<file path="src/rtl/alu_lockstep_pkg.sv">
// Shared definitions for the dual-lane lockstep ALU comparator.
// Op encodings, the op typedef and default widths.
package alu_lockstep_pkg;

  localparam int DEF_WIDTH = 4;
  localparam int DEF_CNT_W = 8;

  typedef enum logic [1:0] {
    OP_ADD = 2'b00,
    OP_SUB = 2'b01,
    OP_AND = 2'b10,
    OP_XOR = 2'b11
  } op_e;

endpackage

</file>
<file path="src/rtl/alu_lockstep_cmp_if.sv">
// Per-lane bundle: operands/select in, stage-1 result and carry out.
interface alu_lockstep_cmp_if
  import alu_lockstep_pkg::*;
#(
  parameter int WIDTH = DEF_WIDTH
);
  logic             valid;
  logic [WIDTH-1:0] a;
  logic [WIDTH-1:0] b;
  op_e              sel;
  logic [WIDTH-1:0] res;
  logic             carry;

  modport master (output valid, a, b, sel, input res, carry);
  modport slave  (input valid, a, b, sel, output res, carry);
endinterface

</file>
<file path="src/rtl/alu_lane.sv">
// One ALU lane: combinational op followed by the stage-1 result register.
// The data registers hold their value on cycles without a valid input.
module alu_lane
  import alu_lockstep_pkg::*;
#(
  parameter int WIDTH = DEF_WIDTH
) (
  input  logic               clk,
  input  logic               rst_n,
  alu_lockstep_cmp_if.slave  lane
);

  logic [WIDTH:0]   sum_w;
  logic [WIDTH:0]   dif_w;
  logic [WIDTH-1:0] res_d, res_q;
  logic             carry_d, carry_q;

  assign sum_w = {1'b0, lane.a} + {1'b0, lane.b};
  // Bit WIDTH of the extended difference is the unsigned borrow.
  assign dif_w = {1'b0, lane.a} - {1'b0, lane.b};

  always_comb begin
    // NOTE: default every comb output first so no path infers a latch.
    res_d   = res_q;
    carry_d = carry_q;
    if (lane.valid) begin
      unique case (lane.sel)
        OP_ADD: begin res_d = sum_w[WIDTH-1:0]; carry_d = sum_w[WIDTH]; end
        OP_SUB: begin res_d = dif_w[WIDTH-1:0]; carry_d = dif_w[WIDTH]; end
        OP_AND: begin res_d = lane.a & lane.b;  carry_d = 1'b0;         end
        OP_XOR: begin res_d = lane.a ^ lane.b;  carry_d = 1'b0;         end
        default: begin res_d = '0;              carry_d = 1'b0;         end
      endcase
    end
  end

  // NOTE: data registers are reset too, so reset leaves no stale result behind.
  always_ff @(posedge clk or negedge rst_n) begin
    if (!rst_n) begin
      res_q   <= '0;
      carry_q <= 1'b0;
    end else begin
      // NOTE: non-blocking updates keep every flop sampling pre-edge values.
      res_q   <= res_d;
      carry_q <= carry_d;
    end
  end

  assign lane.res   = res_q;
  assign lane.carry = carry_q;

endmodule

</file>
<file path="src/rtl/alu_lockstep_cmp.sv">
// Two-lane lockstep ALU with a 2-stage pipeline, result compare, sticky error
// and saturating mismatch counter. Define ALU_LOCKSTEP_CAPTURE_EN for first-mismatch capture.
module alu_lockstep_cmp
  import alu_lockstep_pkg::*;
#(
  parameter int WIDTH = DEF_WIDTH,
  parameter int CNT_W = DEF_CNT_W
) (
  input  logic               wb_clk_i,
  input  logic               wb_rst_ni,
  input  logic               in_valid_i,
  input  logic [WIDTH-1:0]   a0_i,
  input  logic [WIDTH-1:0]   b0_i,
  input  logic [WIDTH-1:0]   a1_i,
  input  logic [WIDTH-1:0]   b1_i,
  input  logic [1:0]         sel0_i,
  input  logic [1:0]         sel1_i,
  input  logic               clr_i,
  output logic               out_valid_o,
  output logic [WIDTH-1:0]   alu_out0_o,
  output logic [WIDTH-1:0]   alu_out1_o,
  output logic               carry0_o,
  output logic               carry1_o,
  output logic [WIDTH-1:0]   diff_o,
  output logic               carry_diff_o,
  output logic               mismatch_o,
  output logic               err_sticky_o,
`ifdef ALU_LOCKSTEP_CAPTURE_EN
  output logic               cap_valid_o,
  output logic [4*WIDTH+3:0] cap_o,
`endif
  output logic [CNT_W-1:0]   mis_cnt_o
);

  localparam logic [CNT_W-1:0] CNT_MAX = '1;

  alu_lockstep_cmp_if #(.WIDTH(WIDTH)) lane0 ();
  alu_lockstep_cmp_if #(.WIDTH(WIDTH)) lane1 ();

  assign lane0.valid = in_valid_i;
  assign lane0.a     = a0_i;
  assign lane0.b     = b0_i;
  assign lane0.sel   = op_e'(sel0_i);
  assign lane1.valid = in_valid_i;
  assign lane1.a     = a1_i;
  assign lane1.b     = b1_i;
  assign lane1.sel   = op_e'(sel1_i);

  alu_lane #(.WIDTH(WIDTH)) u_lane0 (.clk(wb_clk_i), .rst_n(wb_rst_ni), .lane(lane0.slave));
  alu_lane #(.WIDTH(WIDTH)) u_lane1 (.clk(wb_clk_i), .rst_n(wb_rst_ni), .lane(lane1.slave));

  logic             s1_valid_d, s1_valid_q;
  logic             out_valid_d, out_valid_q;
  logic [WIDTH-1:0] out0_d, out0_q, out1_d, out1_q, diff_d, diff_q;
  logic             c0_d, c0_q, c1_d, c1_q, cdiff_d, cdiff_q;
  logic             mismatch_d, mismatch_q;
  logic             err_sticky_d, err_sticky_q;
  logic [CNT_W-1:0] cnt_base, mis_cnt_d, mis_cnt_q;

  always_comb begin
    s1_valid_d   = in_valid_i;
    out_valid_d  = s1_valid_q;
    out0_d       = lane0.res;
    out1_d       = lane1.res;
    c0_d         = lane0.carry;
    c1_d         = lane1.carry;
    diff_d       = lane0.res ^ lane1.res;
    cdiff_d      = lane0.carry ^ lane1.carry;
    mismatch_d   = s1_valid_q & ((|diff_d) | cdiff_d);
    // Clear is applied before the same-cycle mismatch is counted.
    cnt_base     = clr_i ? '0 : mis_cnt_q;
    mis_cnt_d    = (mismatch_q && cnt_base != CNT_MAX) ? cnt_base + CNT_W'(1) : cnt_base;
    err_sticky_d = (~clr_i & err_sticky_q) | mismatch_q;
  end

  always_ff @(posedge wb_clk_i or negedge wb_rst_ni) begin
    if (!wb_rst_ni) begin
      s1_valid_q   <= 1'b0;
      out_valid_q  <= 1'b0;
      out0_q       <= '0;
      out1_q       <= '0;
      c0_q         <= 1'b0;
      c1_q         <= 1'b0;
      diff_q       <= '0;
      cdiff_q      <= 1'b0;
      mismatch_q   <= 1'b0;
      err_sticky_q <= 1'b0;
      mis_cnt_q    <= '0;
    end else begin
      s1_valid_q   <= s1_valid_d;
      out_valid_q  <= out_valid_d;
      out0_q       <= out0_d;
      out1_q       <= out1_d;
      c0_q         <= c0_d;
      c1_q         <= c1_d;
      diff_q       <= diff_d;
      cdiff_q      <= cdiff_d;
      mismatch_q   <= mismatch_d;
      err_sticky_q <= err_sticky_d;
      mis_cnt_q    <= mis_cnt_d;
    end
  end

  assign out_valid_o  = out_valid_q;
  assign alu_out0_o   = out0_q;
  assign alu_out1_o   = out1_q;
  assign carry0_o     = c0_q;
  assign carry1_o     = c1_q;
  assign diff_o       = diff_q;
  assign carry_diff_o = cdiff_q;
  assign mismatch_o   = mismatch_q;
  assign err_sticky_o = err_sticky_q;
  assign mis_cnt_o    = mis_cnt_q;

`ifdef ALU_LOCKSTEP_CAPTURE_EN
  // Operands travel alongside the pipeline so stage 2 sees its own inputs.
  logic [4*WIDTH+3:0] op1_d, op1_q, op2_d, op2_q, cap_d, cap_q;
  logic               cap_valid_d, cap_valid_q;

  always_comb begin
    op1_d       = in_valid_i ? {sel0_i, a0_i, b0_i, sel1_i, a1_i, b1_i} : op1_q;
    op2_d       = op1_q;
    cap_valid_d = ~clr_i & cap_valid_q;
    cap_d       = clr_i ? '0 : cap_q;
    if (mismatch_q && !cap_valid_d) begin
      cap_valid_d = 1'b1;
      cap_d       = op2_q;
    end
  end

  always_ff @(posedge wb_clk_i or negedge wb_rst_ni) begin
    if (!wb_rst_ni) begin
      op1_q       <= '0;
      op2_q       <= '0;
      cap_q       <= '0;
      cap_valid_q <= 1'b0;
    end else begin
      op1_q       <= op1_d;
      op2_q       <= op2_d;
      cap_q       <= cap_d;
      cap_valid_q <= cap_valid_d;
    end
  end

  assign cap_valid_o = cap_valid_q;
  assign cap_o       = cap_q;
`endif

endmodule

</file>
<file path="config.mk">
export PLATFORM = sky130hd
export DESIGN_NAME = alu_lockstep_cmp
export DESIGN_NICKNAME = d
export VERILOG_FILES = /design/src/rtl/alu_lockstep_pkg.sv /design/src/rtl/alu_lockstep_cmp_if.sv /design/src/rtl/alu_lane.sv /design/src/rtl/alu_lockstep_cmp.sv
export SDC_FILE = /design/constraint.sdc
export NUM_CORES = 1
export LEC_CHECK = 0
export CORE_MARGIN = 5
export CORE_UTILIZATION = 45
export CTS_CLUSTER_DIAMETER = 150
export DETAILED_ROUTE_END_ITERATION = 12
export PLACE_DENSITY = 0.83
export SKIP_CTS_REPAIR_TIMING = 1
export SLEW_MARGIN = 20
export SYNTH_ARGS = -nofsm -noshare
export SYNTH_HDL_FRONTEND = slang
export SYNTH_SLANG_ARGS = --single-unit
</file>
<file path="constraint.sdc">
create_clock -name wb_clk_i -period 3.8 [get_ports wb_clk_i]
set_clock_uncertainty 0.1 [all_clocks]
set_input_delay 1.14 -clock wb_clk_i [delete_from_list [all_inputs] [get_ports wb_clk_i]]
set_output_delay 1.14 -clock wb_clk_i [all_outputs]
set_load 0.03 [all_outputs]
</file>
Word level (Yosys, flattened, before mapping)
Index checks and enable logic that the tools add are counted.

$add $sub $neg: 5. Eq/ne operators: 7. Muxes and demuxes: 6. Bitwise gates (word level): 11. Reduce and logical (&&, ||, !) cells: 6.

Operators with widths (count): $pmux 4 s4 (2); $mux 8 (2); $xor 4x4->4 (3); $add 4x4->5 (2); $sub 4x4->5 (2); $add 8x1->8 const B (1); $and 4x4->4 (2); $eq 2x2->1 const B (4); $ne 8x8->1 const B (1); $pmux 1 s3 (2); $eq 2x1->1 const B (2); $logic_not 2->1 (2); $reduce_or 2->1 (2); $reduce_or 4->1 (1); $and 1x1->1 (2); $or 1x1->1 (2); $logic_and 1x1->1 (1); $not 1->1 (1); $xor 1x1->1 (1).

Flip-flop bits (word level): 37. Input port bits: 24. Output and inout bits: 26. Word-level logic and storage cells: 50.

Longest topological paths before layout
Gate-level depths: netlist of run 1.

Depth after elaboration: 4. Gate-level depth with buffers: 7. Depth with buffers taken out: 7.

Modules after synthesis
Synthesis of run 1 repeated with hierarchy kept, for this count alone.

Cell total of the unflattened synthesis: 196. Area total of the unflattened synthesis: 2125.8 sq um.

By module, submodules not included: alu_lane (times used 2, cells an instance 64, area each 586.8 sq um, sequential area each 125.1 sq um); alu_lockstep_cmp (times used 1, cells an instance 68, area each 952.2 sq um, sequential area each 675.6 sq um).

Worst setup path before layout of run 1
No wires, ideal clock.

Kind: input -> register. Start point: input port a1_i[0]. End point: register u_lane1.res_q[1] (netlist: u_lane1.lane.res[1]). Library setup time: 0.125 ns. Arrival: 2.557 ns. Required time: 3.575 ns. Path slack: 1.018 ns. Cell stages on the path: 6. Buffers on the path: 0. Cell sequence: inv_1 > ha_1 > fa_1 > inv_1 > mux4_2 > mux2_2.

Longest elaborated chain between the ends: 2. Elaborated cells between the ends (all ways): 3. Those cells by class: 2 x add/sub; 1 x mux.

RTL lines: start: declaration (RTL line alu_lockstep_cmp.sv:14) `input logic [WIDTH-1:0] a1_i,`; $sub 4x4->5 / $add 4x4->5 (equally long branches) (RTL line alu_lane.sv:20, alu_lane.sv:18); $pmux 4 s4 * (RTL line alu_lane.sv:27) `unique case (lane.sel)`; end signal: assignment (RTL line alu_lane.sv:44) `res_q <= res_d;`; end: declaration (RTL line alu_lane.sv:15) `logic [WIDTH-1:0] res_d, res_q;`.

Every way passes the cells marked *; elsewhere a longest branch is shown, timed or not. A chain may end at the register's enable or synchronous reset.

Final worst setup path of run 1
Start point: input port clr_i. End point: register mis_cnt_q[7] (netlist: mis_cnt_o[7]).

Longest elaborated chain between the ends: 4. Elaborated cells between the ends (all ways): 5. Those cells by class: 1 x add/sub; 1 x eq/ne; 2 x mux; 1 x reduce/logical.

RTL lines: start: declaration (RTL line alu_lockstep_cmp.sv:18) `input logic clr_i,`; $mux 8 * (RTL line alu_lockstep_cmp.sv:71) `cnt_base = clr_i ? '0 : mis_cnt_q;`; parallel branches: the longest is 2 deep, another holds $add 8x1->8; $mux 8 * (RTL line alu_lockstep_cmp.sv:72) `mis_cnt_d = (mismatch_q && cnt_base != CNT_MAX) ? cnt_base + CNT_W'(1) : cnt_base;`; named net mis_cnt_d[7] (RTL line alu_lockstep_cmp.sv:58) `logic [CNT_W-1:0] cnt_base, mis_cnt_d, mis_cnt_q;`; end signal: assignment (RTL line alu_lockstep_cmp.sv:100) `mis_cnt_q <= mis_cnt_d;`; end: declaration (RTL line alu_lockstep_cmp.sv:58).

Mark *: on every way through the listed nets, which the timed path passes.

==> flow_metrics.env, run 1 <==
export IMPL_status="completed"
export IMPL_leakagePower_nw=1.20
export IMPL_vdd_drop_max_v=0.000161
export IMPL_synth_compound_area_share_pct=13.2
export IMPL_hpwlAfterDp_um=3350
export IMPL_ant_nets=0
export IMPL_synthXorXnorAreaFrac_pct=3.75
export IMPL_period_needed_ns=3.06
export IMPL_core_area_um2=4440
export IMPL_cts_tree="built"
export IMPL_die_h_um=78.3
export IMPL_layout_commonest_cell="clkdlybuf4s50_1"
export IMPL_power_switching_mw=0.360
export IMPL_pwr_share_clk_pct=24.6
export IMPL_syn_area_per_cell_um2=10.6
export IMPL_diodes=0
export IMPL_ys_types=44
export IMPL_pin_count=50
export IMPL_htree_levels=2
export IMPL_fin_crit_sh_pct=80.6
export IMPL_grt_max_degree=38
export IMPL_maxSlewViolCount=0
export IMPL_drt_iter0_drc=93
export IMPL_worstPathArrival_ns=3.17
export IMPL_rows=24
export IMPL_worst_slew_pin_slew_ns=0.650
export IMPL_min_path_type="reg2reg"
export IMPL_cp_end_kind="flop"
export IMPL_criticalPathCategory="in2reg"
export IMPL_fp_dieArea_um2=6130
export IMPL_internal_power_mw=0.754
export IMPL_final_hold_violation_count=0
export IMPL_cap_violations=0
export IMPL_route_met3_wl_um=315
export IMPL_yosys_warnings=0
export IMPL_synth_fa_ha_area_share_pct=13.9
export IMPL_cp_data_required_time_ns=3.91
export IMPL_vias=1585
export IMPL_initial_utilization_pct=47.2
export IMPL_overflow=0
export IMPL_worstSetupStartpointType="input port"
export IMPL_wl_met1_um=1810
export IMPL_yosysSeqAreaShare_pct=44.1
export IMPL_synth_seq_cells=37
export IMPL_die_w_um=78.3
export IMPL_sw_frac_of_total_pct=32.3
export IMPL_crit_slowest_cell="clkdlybuf4s50_1"
export IMPL_fin_tns_setup_ns=0
export IMPL_antenna_found_initial=0
export IMPL_first_pass_iters=4
export IMPL_grt_total_usage_pct=14.8
export IMPL_slowest_delay_ns=0.65
export IMPL_syn_inst=199
export IMPL_fmax_mhz=327
export IMPL_routed_wl_um=4210
export IMPL_met2_length_um=2010
export IMPL_fin_nets=295
export IMPL_cts_clk_slew_worst_paths_ns=0.07
export IMPL_synthSimpleGateAreaFrac_pct=14.5
export IMPL_powerDensity_nw_per_um2=408
export IMPL_rsz0062_at_grt="false"
export IMPL_critical_path_max_fanout=11
export IMPL_path_cells="clkdlybuf4s50_1 > nor2b_1 > ha_1 > nand3b_1 > o31ai_1 > buf_4 > or4_1 > a21oi_1"
export IMPL_synth_area_um2=2100
export IMPL_numCtsBuffers=5
export IMPL_muxShareOfSynthArea_pct=5.78
export IMPL_synth_edf_count=0
export IMPL_setup_violations=0
export IMPL_grt_pass1_wl_um=7250
export IMPL_port_buffers=49
export IMPL_layout_drive_gt1_share_pct=6.40
export IMPL_async_reset_ff_share_pct=100
export IMPL_synth_top_family_by_area="simple AND/OR/NAND/NOR gates"
export IMPL_syn_to_final_growth_pct=30.1
export IMPL_max_slew_margin_rel_pct=56.5
export IMPL_wire_per_inst_um=13.9
export IMPL_pwr_share_comb_pct=31.6
export IMPL_insertion_delay_ns=0.28
export IMPL_layout_common_cells="clkdlybuf4s50_1, dfrtp_1, inv_1, ha_1"
export IMPL_clockBufferDepth=2
export IMPL_gp_congestion=0.860
export IMPL_via_per_inst=5.25
export IMPL_synthFlopType="dfrtp_1"
export IMPL_clock_sinks=37
export IMPL_drc_errors=0
export IMPL_top_layer="met4"
export IMPL_p_seq_share_pct=43.7
export IMPL_grt_pass1_vias=1556
export IMPL_syn_nets=244
export IMPL_final_util_pct=61.5
export IMPL_clock_root_buffer="clkbuf_8"
layer usage:
layer  track usage (%)  vias up
met2              24.1       54
met5                 0        -
met4              5.24        0
li1                  -      788
met3              4.23        6
met1              19.0      737
per-stage QoR:
stage                     cell area [um2]  std cells  total power [mW]  setup WS, ns  hold WS [ns]
after floorplan                      2100        199             0.689          1.02         0.254
after detailed placement             2640        295             0.850         0.437         0.266
after global routing                 2730        302              1.18         0.622         0.312
after global placement               2640        295             0.841         0.495         0.261
final                                2730        302              1.11         0.738         0.276
after CTS                            2730        302              1.13         0.745         0.277
logic make-up after synthesis:
kind of cell	Yosys count
XOR/XNOR	9
AO/OA/AOI/OAI	42
buffers and inverters	26
adder cells (fa/ha/maj)	21
AND/OR/NAND/NOR	55
multiplexers	9
flip-flops	37
final cells by class:
cell class | count | area, um2
well taps | 52 | 65.1
fillers | 376 | 1710
clock buffers | 6 | 82.6
inverters | 19 | 71.3
repair buffers | 51 | 505
flip-flops and latches | 37 | 926
clock inverters | 1 | 7.51
multi-input cells | 136 | 1070
sequential cells by signal (all words and copies together), names as in the netlist:
name	flops
err_sticky_o	1
u_lane1.lane.carry	1
u_lane0.lane.res	4
carry_diff_o	1
out_valid_o	1
u_lane1.lane.res	4
carry1_o	1
u_lane0.lane.carry	1
mismatch_o	1
diff_o	4
out_valid_d	1
mis_cnt_o	8
alu_out0_o	4
carry0_o	1
alu_out1_o	4
path summary, 6_finish.rpt:
| check | from | endpoint | slack [ns] | cells past startpoint |
|---|---|---|---|---|
| hold reg to reg | out_valid_d | out_valid_o | 0.28 | 0 |
| setup / recovery | clr_i | mis_cnt_o[7] | 0.74 | 8 |
| setup reg to reg | mis_cnt_o[1] | mis_cnt_o[7] | 1.80 | 7 |
| min in group asynchronous | wb_rst_ni | mis_cnt_o[3] | 1.17 | 2 |
| hold / removal | out_valid_d | out_valid_o | 0.28 | 0 |
| max in group asynchronous | wb_rst_ni | u_lane0.lane.res[3] | 2.10 | 2 |
synthesized netlist by cell type (2+ instances only):
library cell	number	area share, %
mux2_2	3	1.6
mux2i_1	2	0.95
nand3_1	3	0.71
a21oi_1	14	3.3
o21ai_0	4	0.95
nand3b_1	3	1.1
o21a_1	4	1.4
nor2_1	13	2.3
xnor2_1	4	1.7
or4_1	4	1.4
mux2_1	2	1.1
buf_2	2	0.48
mux4_2	2	2.1
clkbuf_1	4	0.71
nand2_1	7	1.3
nor2b_1	14	4.2
nor3b_1	2	0.71
fa_1	4	3.8
xor2_1	5	2.1
dfrtp_1	37	44
ha_1	17	10
nor3_1	2	0.48
or3_1	2	0.60
inv_1	18	3.2
o21ai_1	4	0.95
o31ai_1	5	1.8
worst max-delay path: cells and delay by family:
kind | cells | cell delay, ns
fa+ha+maj | 1 | 0.25
buf+inv | 2 | 0.82
simple gates | 3 | 0.73
compound gates | 2 | 0.23
power by group through the flow:
stage | logic, mW | registers, mW | clock network, mW
floorplan | 0.118 | 0.571 | 0
global placement | 0.346 | 0.495 | 0
detailed placement | 0.355 | 0.496 | 0
CTS | 0.356 | 0.488 | 0.281
global route | 0.382 | 0.495 | 0.298
finish | 0.352 | 0.487 | 0.274
(Power assumes the default switching activity.)
==> inputs of run 2 (changes only) <==
Settings changed: PLACE_DENSITY 0.83 to 0.86.
Clock period 3.8 ns to 2.45 ns, I/O delays scaled along.
==> run 2 against run 1 <==
Compared with the run above:
- combinational power increased by 75%
- global-route usage rose by 0.91 points
- core utilization grew 7.4 points
- clock power up 93%
- flip-flop and latch count unchanged
- design area is 12% higher
- critical path type unchanged
- largest power group unchanged
- highest routed layer unchanged
==> flow_metrics.env, run 2 (synthesis results as in run 1) <==
export IMPL_numCtsBuffers=5
export IMPL_ff_latch_area_um2=926
export IMPL_largest_reg_flops=8
export IMPL_drc_errors=0
export IMPL_hpwlAfterDp_um=3670
export IMPL_die_w_um=78.3
export IMPL_clockBufferDepth=2
export IMPL_path_cells="clkdlybuf4s50_1 > buf_4 > ha_1 > or4_1 > a211o_1 > a41oi_2"
export IMPL_overflow=0
export IMPL_multiInputGateArea_um2=1140
export IMPL_final_util_pct=68.9
export IMPL_gp_congestion=0.917
export IMPL_fmax_mhz=415
export IMPL_worstPathArrival_ns=2.51
export IMPL_ant_nets=0
export IMPL_grt_total_usage_pct=15.8
export IMPL_die_h_um=78.3
export IMPL_routed_wl_um=4870
export IMPL_antenna_found_initial=0
export IMPL_cap_violations=0
export IMPL_port_buffers=49
export IMPL_initial_utilization_pct=47.2
export IMPL_fillerInstances=330
export IMPL_crit_slowest_cell="or4_1"
export IMPL_grt_pass1_vias=1739
export IMPL_rsz0062_at_grt="false"
export IMPL_cts_tree="built"
export IMPL_fp_dieArea_um2=6130
export IMPL_maxSlewViolCount=0
export IMPL_rows=24
export IMPL_vias=1772
export IMPL_worst_slew_pin_slew_ns=0.554
export IMPL_grt_pass1_wl_um=7730
export IMPL_period_needed_ns=2.41
export IMPL_grt_max_degree=38
export IMPL_max_slew_margin_rel_pct=62.9
export IMPL_drt_iter0_drc=53
export IMPL_critical_path_max_fanout=2
export IMPL_design_power_total_mw=1.90
export IMPL_r2r_slack_ns=0.61
export IMPL_layout_drive_gt1_share_pct=20.5
export IMPL_fin_nets=322
export IMPL_min_path_type="reg2reg"
export IMPL_wire_per_inst_um=14.7
export IMPL_insertion_delay_ns=0.28
export IMPL_cts_clk_slew_worst_paths_ns=0.07
export IMPL_first_pass_iters=4
export IMPL_powerDensity_nw_per_um2=622
export IMPL_layout_commonest_cell="clkdlybuf4s50_1"
export IMPL_pin_count=50
export IMPL_setup_violations=0
export IMPL_syn_to_final_growth_pct=45.8
export IMPL_clock_root_buffer="clkbuf_8"
export IMPL_core_area_um2=4440
export IMPL_path_buf_inv=2
export IMPL_layout_common_cells="clkdlybuf4s50_1, dfrtp_1, buf_4, inv_1, a21oi_1"
export IMPL_crit_family="buffers and inverters"
export IMPL_via_per_inst=5.37
export IMPL_criticalPathCategory="in2reg"
export IMPL_vdd_drop_max_v=0.000278
export IMPL_leakagePower_nw=1.44
export IMPL_fin_crit_sh_pct=98.3
export IMPL_slowest_delay_ns=0.50
export IMPL_worstSetupStartpointType="input port"
export IMPL_final_hold_violation_count=0
export IMPL_diodes=0
export IMPL_htree_levels=2
export IMPL_status="completed"
export IMPL_cp_end_kind="flop"
export IMPL_clock_sinks=37
export IMPL_cp_data_required_time_ns=2.55
==> run 2: per-layer routing <==
layer | wire, um | global-route usage [%] | part of all wire [%]
met1 | 1990 | 19.5 | 41
met2 | 2380 | 25.9 | 49
met5 | 0 | 0 | 0
met4 | 136 | 6.82 | 2.8
met3 | 367 | 4.35 | 7.5
==> run 2: worst reg2reg max path, cell delays in order, from the launching register on <==
cell and delay [ns]:
dfrtp_1 0.40, nor2b_2 0.17, ha_2 0.18, nand3b_1 0.15, o31ai_4 0.09, or4_1 0.50, a21oi_1 0.16
==> run 2: path summary, 6_finish.rpt <==
path                               from                   to  cells past startpoint
setup / recovery                a1_i[2]  u_lane1.lane.res[3]                      6
hold reg to reg             out_valid_d          out_valid_o                      0
hold / removal              out_valid_d          out_valid_o                      0
setup reg to reg           mis_cnt_o[0]         mis_cnt_o[7]                      6
max in group asynchronous     wb_rst_ni         mis_cnt_o[6]                      2
min in group asynchronous     wb_rst_ni         mis_cnt_o[0]                      2
==> run 2: final cells by class <==
cell class / count / share of cell area [%]
Clock buffer: 7 / 2.82
Multi-Input combinational cell: 136 / 37.4
Sequential cell: 37 / 30.3
Clock inverter: 1 / 0.981
Inverter: 19 / 2.33
Tap cell: 52 / 2.13
Timing Repair Buffer: 78 / 24.1
==> run 2: metrics by stage <==
step                      area [um2]  hold WS, ns  setup TNS (ns)  cells  worst slack [ns]
after global placement          2830        0.259           -4.14    320            -0.451
after detailed placement        2830        0.271           -4.95    320            -0.513
after floorplan                 2100        0.254               0    199            0.0728
after CTS                       2950        0.307          -0.896    328            -0.210
final                           3060        0.310               0    330            0.0425
after global routing            3060        0.315               0    330           0.00496
==> run 2: report_power, final <==
| part | internal, mW | leakage [nW] | switching [mW] |
|---|---|---|---|
| registers | 0.701 | 0.452 | 0.0581 |
| clock network | 0.332 | 0.0585 | 0.197 |
| logic | 0.296 | 0.929 | 0.319 |
| total | 1.33 | 1.44 | 0.574 |
